`config.mk`:
```
export PLATFORM = sky130hd
export DESIGN_NAME = lcd_ctrl
export DESIGN_NICKNAME = d
export VERILOG_FILES = /design/src/rtl/lcd_pkg.sv /design/src/rtl/lcd_timer.sv /design/src/rtl/lcd_ctrl.sv
export SDC_FILE = /design/constraint.sdc
export NUM_CORES = 1
export LEC_CHECK = 0
export BUFFER_PORTS_ARGS = -buffer_cell sky130_fd_sc_hd__buf_2
export CAP_MARGIN = 20
export CORE_MARGIN = 10
export CORE_UTILIZATION = 52
export DETAILED_ROUTE_END_ITERATION = 8
export GPL_TIMING_DRIVEN = 0
export PLACE_DENSITY = 0.75
export SETUP_SLACK_MARGIN = 0.3
export SLEW_MARGIN = 20
export SYNTH_ARGS = -nofsm -noshare
export SYNTH_HDL_FRONTEND = slang
export SYNTH_SLANG_ARGS = --single-unit
```
`constraint.sdc`:
```
create_clock -name clk_i -period 2.3 [get_ports clk_i]
set_input_delay 0.345 -clock clk_i [delete_from_list [all_inputs] [get_ports clk_i]]
set_output_delay 0.345 -clock clk_i [all_outputs]
set_load 0.005 [all_outputs]
```
`src/rtl/lcd_pkg.sv`:
```
// -----------------------------------------------------------------------------
// lcd_pkg
// Shared definitions for the HD44780 write-only controller:
//   - FSM state encoding (3-bit constants)
//   - power-up initialisation sequence (function set, display on,
//     clear, entry mode)
//   - helpers: sequence ROM lookup, clear/home detection, integer max
// -----------------------------------------------------------------------------
package lcd_pkg;

   typedef logic [2:0] state_t;

   localparam state_t ST_PWRUP     = 3'd0;
   localparam state_t ST_INIT_LOAD = 3'd1;
   localparam state_t ST_IDLE      = 3'd2;
   localparam state_t ST_SETUP     = 3'd3;
   localparam state_t ST_EN_HI     = 3'd4;
   localparam state_t ST_HOLD      = 3'd5;
   localparam state_t ST_WAIT      = 3'd6;

   localparam int INIT_LEN = 4;

   localparam logic [7:0] INIT_FUNC_SET  = 8'h38;  // 8-bit bus, 2 lines, 5x8
   localparam logic [7:0] INIT_DISP_ON   = 8'h0C;  // display on, cursor off
   localparam logic [7:0] INIT_CLEAR     = 8'h01;  // clear display
   localparam logic [7:0] INIT_ENTRY_MOD = 8'h06;  // increment, no shift

   function automatic logic [7:0] init_byte(input logic [1:0] idx);
      case (idx)
         2'd0:    return INIT_FUNC_SET;
         2'd1:    return INIT_DISP_ON;
         2'd2:    return INIT_CLEAR;
         default: return INIT_ENTRY_MOD;
      endcase
   endfunction

   // Clear (0x01) and return-home (0x02/0x03) are the slow instructions;
   // both have every bit above bit 1 clear.
   function automatic logic is_clear_home(input logic rs, input logic [7:0] data);
      return !rs && ((data | 8'h03) == 8'h03);
   endfunction

   function automatic int max_of(input int a, input int b);
      return (a > b) ? a : b;
   endfunction

endpackage

```
`src/rtl/lcd_timer.sv`:
```
// -----------------------------------------------------------------------------
// lcd_timer
// Loadable down-counter used for every timed phase of the LCD controller.
// A phase of N cycles is obtained by loading N-1 on phase entry; done is
// high while the count is zero, and the count parks at zero.
// Ports:
//   clk      in   system clock
//   rst_n    in   asynchronous active-low reset (count <- RST_VAL)
//   load     in   load load_val this cycle
//   load_val in   W  value to load
//   done     out  count is zero
// -----------------------------------------------------------------------------
module lcd_timer #(
   parameter int           W       = 8,
   parameter logic [W-1:0] RST_VAL = '0
) (
   input  logic         clk,
   input  logic         rst_n,
   input  logic         load,
   input  logic [W-1:0] load_val,
   output logic         done
);

   logic [W-1:0] cnt_reg;

   always_ff @(posedge clk or negedge rst_n) begin
      if (!rst_n) begin
         cnt_reg <= RST_VAL;
      end else if (load) begin
         cnt_reg <= load_val;
      end else if (cnt_reg != '0) begin
         cnt_reg <= cnt_reg - 1'b1;
      end
   end

   assign done = (cnt_reg == '0);

endmodule

```
`src/rtl/lcd_ctrl.sv`:
```
// -----------------------------------------------------------------------------
// lcd_ctrl
// Write-only HD44780 character-LCD controller. After reset it waits the
// power-up time, writes the four-instruction init sequence, then accepts one
// instruction/data byte per valid/ready handshake and stretches each write to
// setup / enable-pulse / hold / execution times.
// Ports:
//   clk_i        in   system clock
//   rst_ni       in   asynchronous active-low reset
//   lcd_valid_i  in   request valid
//   lcd_rs_i     in   0 = instruction, 1 = data
//   lcd_data_i   in   8  byte to write
//   lcd_ready_o  out  controller can accept a request (IDLE after init)
//   init_done_o  out  power-up sequence complete, sticky until reset
//   lcd_on_o     out  panel power/backlight enable
//   lcd_en_o     out  HD44780 E
//   lcd_rs_o     out  HD44780 RS
//   lcd_rw_o     out  HD44780 R/W, always 0
//   lcd_data_o   out  8  HD44780 DB7..DB0
// -----------------------------------------------------------------------------
module lcd_ctrl
   import lcd_pkg::*;
#(
   parameter int T_PWRUP = 750000,
   parameter int T_SETUP = 4,
   parameter int T_EN    = 12,
   parameter int T_HOLD  = 2,
   parameter int T_EXEC  = 2000,
   parameter int T_CLEAR = 82000
) (
   input  logic       clk_i,
   input  logic       rst_ni,
   input  logic       lcd_valid_i,
   input  logic       lcd_rs_i,
   input  logic [7:0] lcd_data_i,
   output logic       lcd_ready_o,
   output logic       init_done_o,
   output logic       lcd_on_o,
   output logic       lcd_en_o,
   output logic       lcd_rs_o,
   output logic       lcd_rw_o,
   output logic [7:0] lcd_data_o
);

   localparam int T_MAX = max_of(max_of(max_of(T_PWRUP, T_CLEAR), max_of(T_SETUP, T_EN)),
                                 max_of(T_HOLD, T_EXEC));
   localparam int TW    = $clog2(T_MAX) + 1;

   localparam logic [TW-1:0] LD_PWRUP = TW'(T_PWRUP - 1);
   localparam logic [TW-1:0] LD_SETUP = TW'(T_SETUP - 1);
   localparam logic [TW-1:0] LD_EN    = TW'(T_EN - 1);
   localparam logic [TW-1:0] LD_HOLD  = TW'(T_HOLD - 1);
   localparam logic [TW-1:0] LD_EXEC  = TW'(T_EXEC - 1);
   localparam logic [TW-1:0] LD_CLEAR = TW'(T_CLEAR - 1);

   state_t      state_reg, state_next;
   logic [1:0]  idx_reg, idx_next;
   logic        done_reg, done_next;
   logic        rs_reg, rs_next;
   logic [7:0]  data_reg, data_next;
   logic        en_reg, ready_reg, on_reg;

   logic          tmr_load, tmr_done;
   logic [TW-1:0] tmr_load_val;

   lcd_timer #(
      .W       (TW),
      .RST_VAL (LD_PWRUP)
   ) u_timer (
      .clk      (clk_i),
      .rst_n    (rst_ni),
      .load     (tmr_load),
      .load_val (tmr_load_val),
      .done     (tmr_done)
   );

   always_comb begin
      state_next = state_reg;
      idx_next   = idx_reg;
      done_next  = done_reg;
      rs_next    = rs_reg;
      data_next  = data_reg;

      case (state_reg)
         ST_PWRUP: begin
            if (tmr_done) state_next = ST_INIT_LOAD;
         end
         ST_IDLE: begin
            if (lcd_valid_i && ready_reg) begin
               rs_next    = lcd_rs_i;
               data_next  = lcd_data_i;
               state_next = ST_SETUP;
            end
         end
         ST_SETUP: begin
            if (tmr_done) state_next = ST_EN_HI;
         end
         ST_EN_HI: begin
            if (tmr_done) state_next = ST_HOLD;
         end
         ST_HOLD: begin
            if (tmr_done) state_next = ST_WAIT;
         end
         ST_WAIT: begin
            if (tmr_done) begin
               if (done_reg) begin
                  state_next = ST_IDLE;
               end else if (idx_reg == 2'(INIT_LEN - 1)) begin
                  done_next  = 1'b1;
                  state_next = ST_IDLE;
               end else begin
                  idx_next   = idx_reg + 2'd1;
                  state_next = ST_INIT_LOAD;
               end
            end
         end
         default: state_next = ST_PWRUP;
      endcase

      // INIT_LOAD is resolved in the same cycle as the transition into it:
      // the ROM byte is latched straight onto the bus and SETUP starts at
      // once, so an init write costs exactly the same cycles as a user write.
      if (state_next == ST_INIT_LOAD) begin
         rs_next    = 1'b0;
         data_next  = init_byte(idx_next);
         state_next = ST_SETUP;
      end
   end

   // Every transition changes state, so a state change is a phase entry.
   assign tmr_load = (state_next != state_reg);

   always_comb begin
      tmr_load_val = '0;
      case (state_next)
         ST_SETUP: tmr_load_val = LD_SETUP;
         ST_EN_HI: tmr_load_val = LD_EN;
         ST_HOLD:  tmr_load_val = LD_HOLD;
         ST_WAIT:  tmr_load_val = is_clear_home(rs_reg, data_reg) ? LD_CLEAR : LD_EXEC;
         default:  tmr_load_val = '0;
      endcase
   end

   // Pin-facing outputs are registered from the next state so E and ready
   // come straight from flops.
   always_ff @(posedge clk_i or negedge rst_ni) begin
      if (!rst_ni) begin
         state_reg <= ST_PWRUP;
         idx_reg   <= 2'd0;
         done_reg  <= 1'b0;
         rs_reg    <= 1'b0;
         data_reg  <= 8'h00;
         en_reg    <= 1'b0;
         ready_reg <= 1'b0;
         on_reg    <= 1'b0;
      end else begin
         state_reg <= state_next;
         idx_reg   <= idx_next;
         done_reg  <= done_next;
         rs_reg    <= rs_next;
         data_reg  <= data_next;
         en_reg    <= (state_next == ST_EN_HI);
         ready_reg <= (state_next == ST_IDLE) && done_next;
         on_reg    <= 1'b1;
      end
   end

   assign lcd_ready_o = ready_reg;
   assign init_done_o = done_reg;
   assign lcd_on_o    = on_reg;
   assign lcd_en_o    = en_reg;
   assign lcd_rs_o    = rs_reg;
   assign lcd_rw_o    = 1'b0;
   assign lcd_data_o  = data_reg;

endmodule

```
==> results.yml <==
yosys:
  yosysTopAreaCell: "dfrtp_1"
  post_synth_inst_count: 233
  synthDistinctLibCells: 51
  synth_flop_cell: "dfrtp_1"
  synthTopCellsByCount: "26 x dfrtp_1, 26 x nor2_1, 19 x xnor2_1"
  yosysSeqAreaShare_pct: 44.4
  synth_edf_count: 0
  netlist_area_um2: 2240
  ys_seq_elements: 39
  syn_nets: 246
  avgSynthCellArea_um2: 9.60
  async_reset_ff_share_pct: 100
  yosys_warnings: 0
  synth_area_leaders: "dfrtp_1 29%, dfstp_2 15%, xnor2_1 7.4%"
  synth_top_area_share_pct: 29.1
worst_setup_path:
  path_max_fanout: 5
  critical_path_class: "reg -> reg"
  cp-end-kind: "flop"
  cp.required_ns: 2.48
  worstPathArrival_ns: 2.41
  startpoint_type: "flop"
global_route:
  grt-ovfl-total: 0
  grt_max_degree: 40
  gr-usage-all-layers_pct: 15.4
  grt_pass1_wl_mm: 9.43
  antenna_found_initial: 0
  grt_pass1_vias: 1962
floorplan:
  die_w_um: 85.6
  chipHeight_um: 85.6
  core_um2: 4090
  rows: 23
  initial_core_util_pct: 54.7
  io_pins: 26
  die-area_um2: 7330
drt:
  wl_mm: 5.69
  wl_per_cell_um: 16.9
  dr.pass1.iters: 4
  drt_iter0_drc: 145
  ant_nets: 0
  drcViolationCount: 0
  num_vias: 2002
  vias_per_cell: 5.94
clock_network:
  path_clk_slew_ns: 0.08
  cts_hold_buf: 0
  worstSkewPairLatency_ns: 0.30
  cts_buffers: 5
  cts_tree: "yes"
  root_buffer: "clkbuf_8"
  htreeDepth: 2
  cts_max_path_buffers: 2
  clock_sinks: 39
finish:
  instances_no_fill: 337
  area_growth_syn_to_layout_pct: 32.2
  drive_gt1_share_pct: 39.4
  n_antenna_cell: 0
  fill_cells: 294
  nets: 299
  largest_register_ffs: 21
sta:
  timing.hold.ws_ns: 0.143
  setup_viol: 0
  fin_ws_ns: 0.0678
  drv_slew: 0
  period_minus_slack_ns: 2.23
  fin_tns_setup_ns: 0
  max_freq_ghz: 0.448
  clock_skew_ns: 0.00982
  grt_setup_unrepaired: "true"
  period_share_pct: 97.1
  hold_viol: 0
  worstMarginPinSlew_ns: 0.832
  relSlewSlack_pct: 44.5
run_status:
  status: "complete, no violations"
pwr:
  power.density_nw_per_um2: 404
  p_leak_nw: 1.15
  ir_drop_mv: 0.350
placed_design:
  place_hpwl_mm: 3.68
  post-place-ws_ns: -0.214
  port_buffers: 24
  dpl.cell_count: 307
  routabilityCongestion: 0.880
min_path:
  min_path_type: "in -> async"
run:
  maxCapViolCount: 0
==> cells by family (layout without fill, tap and decap cells) <==
logic type,after synthesis,count (layout),synth area share [%]
compound gates,56,56,16.9
xor+xnor,20,20,7.83
fa+ha+maj,1,1,0.559
buf+inv,19,73,3.69
flops,39,39,44.4
mux,8,8,3.58
other cells,2,2,0.336
simple gates,88,88,22.8
==> critical path: stages (launching register included) <==
cell and delay [ns]:
dfstp_2 0.39, or4_4 0.52, buf_4 0.18, nor3_4 0.27
nand3_1 0.16, a221oi_2 0.38, and3b_1 0.22
==> routing by layer <==
metal	global-route usage (%)	vias to the layer above	share of wire, %
li1	-	965	-
met1	19.3	968	44
met2	24.7	58	48
met3	4.64	11	5.7
met4	5.39	0	1.6
met5	0	-	0
==> per-stage QoR <==
stage | utilization [%] | cell area [um2] | total power [W]
6_report | 72.4 | 2960 | 0.00119
5_1_grt | 72.4 | 2960 | 0.00123
4_1_cts | 69.6 | 2840 | 0.00120
3_5_place_dp | 60.4 | 2470 | 0.000726
3_3_place_gp | 60.4 | 2470 | 0.000725
2_1_floorplan | - | 2280 | 0.000702
==> cell usage in the layout (no fill, tap or decap), types with 3 or more instances in the layout <==
cell      instances
inv_1             7
or4_1             3
clkbuf_8          6
nand3b_1          4
nand2_1           7
a211oi_1          3
mux2i_1           8
nor4_1            3
buf_4            19
a21oi_1          11
buf_2            25
dfstp_2          13
nor2_1           21
o21ai_2           3
or3_1             3
a31oi_1           4
nand4_1           3
clkbuf_1          3
nor2_2            4
o21ai_0           8
dfrtp_1          26
xnor2_1          19
nand3_1           5
nor3_1            4
nand2b_1          4
o21ai_1           5
buf_6             8
==> layout make-up <==
class                           count  area [um2]  share of cell area, %
Timing Repair Buffer               46         300                   10.2
Buffer                             12         110                   3.72
Clock buffer                        7        86.3                   2.92
Multi-Input combinational cell    175        1370                   46.5
Inverter                            7        26.3                  0.889
Clock inverter                      1        5.00                  0.169
Tap cell                           50        62.6                   2.12
Sequential cell                    39         992                   33.6
==> path summary, 6_finish.rpt <==
path | start | to | slack [ns] | depth (start not counted)
min reg2reg | u_timer.cnt_reg[5]$_DFFE_PN1P_ | u_timer.cnt_reg[5]$_DFFE_PN1P_ | 0.56 | 2
min in group clk_i | lcd_data_i[6] | lcd_data_o[6]$_DFFE_PN0P_ | 0.31 | 3
max reg2reg | u_timer.cnt_reg[17]$_DFFE_PN1P_ | lcd_ready_o$_DFF_PN0_ | 0.07 | 6
max | u_timer.cnt_reg[17]$_DFFE_PN1P_ | lcd_ready_o$_DFF_PN0_ | 0.07 | 6
max in group asynchronous | rst_ni | lcd_ready_o$_DFF_PN0_ | 1.63 | 1
min | rst_ni | lcd_rs_o$_DFFE_PN0P_ | 0.14 | 1
==> report_power, final <==
group / total [W] / switching [W] / leakage (nW) / internal [W]
Sequential: 0.000688 / 0.000000157 / 0.444 / 0.000687
Clock: 0.000481 / 0.000239 / 0.0482 / 0.000242
Combinational: 0.0000246 / 0.0000162 / 0.658 / 0.00000849
Total: 0.00119 / 0.000255 / 1.15 / 0.000938
==> what timing repair did <==
item | in CTS | in global routing
setup endpoints to repair | 37 | 38
buffers inserted | 16 | 4
gates cloned | 2 | 0
gates resized for setup | 39 | 23
pin swaps | 9 | 3
(Power assumes the default switching activity.)
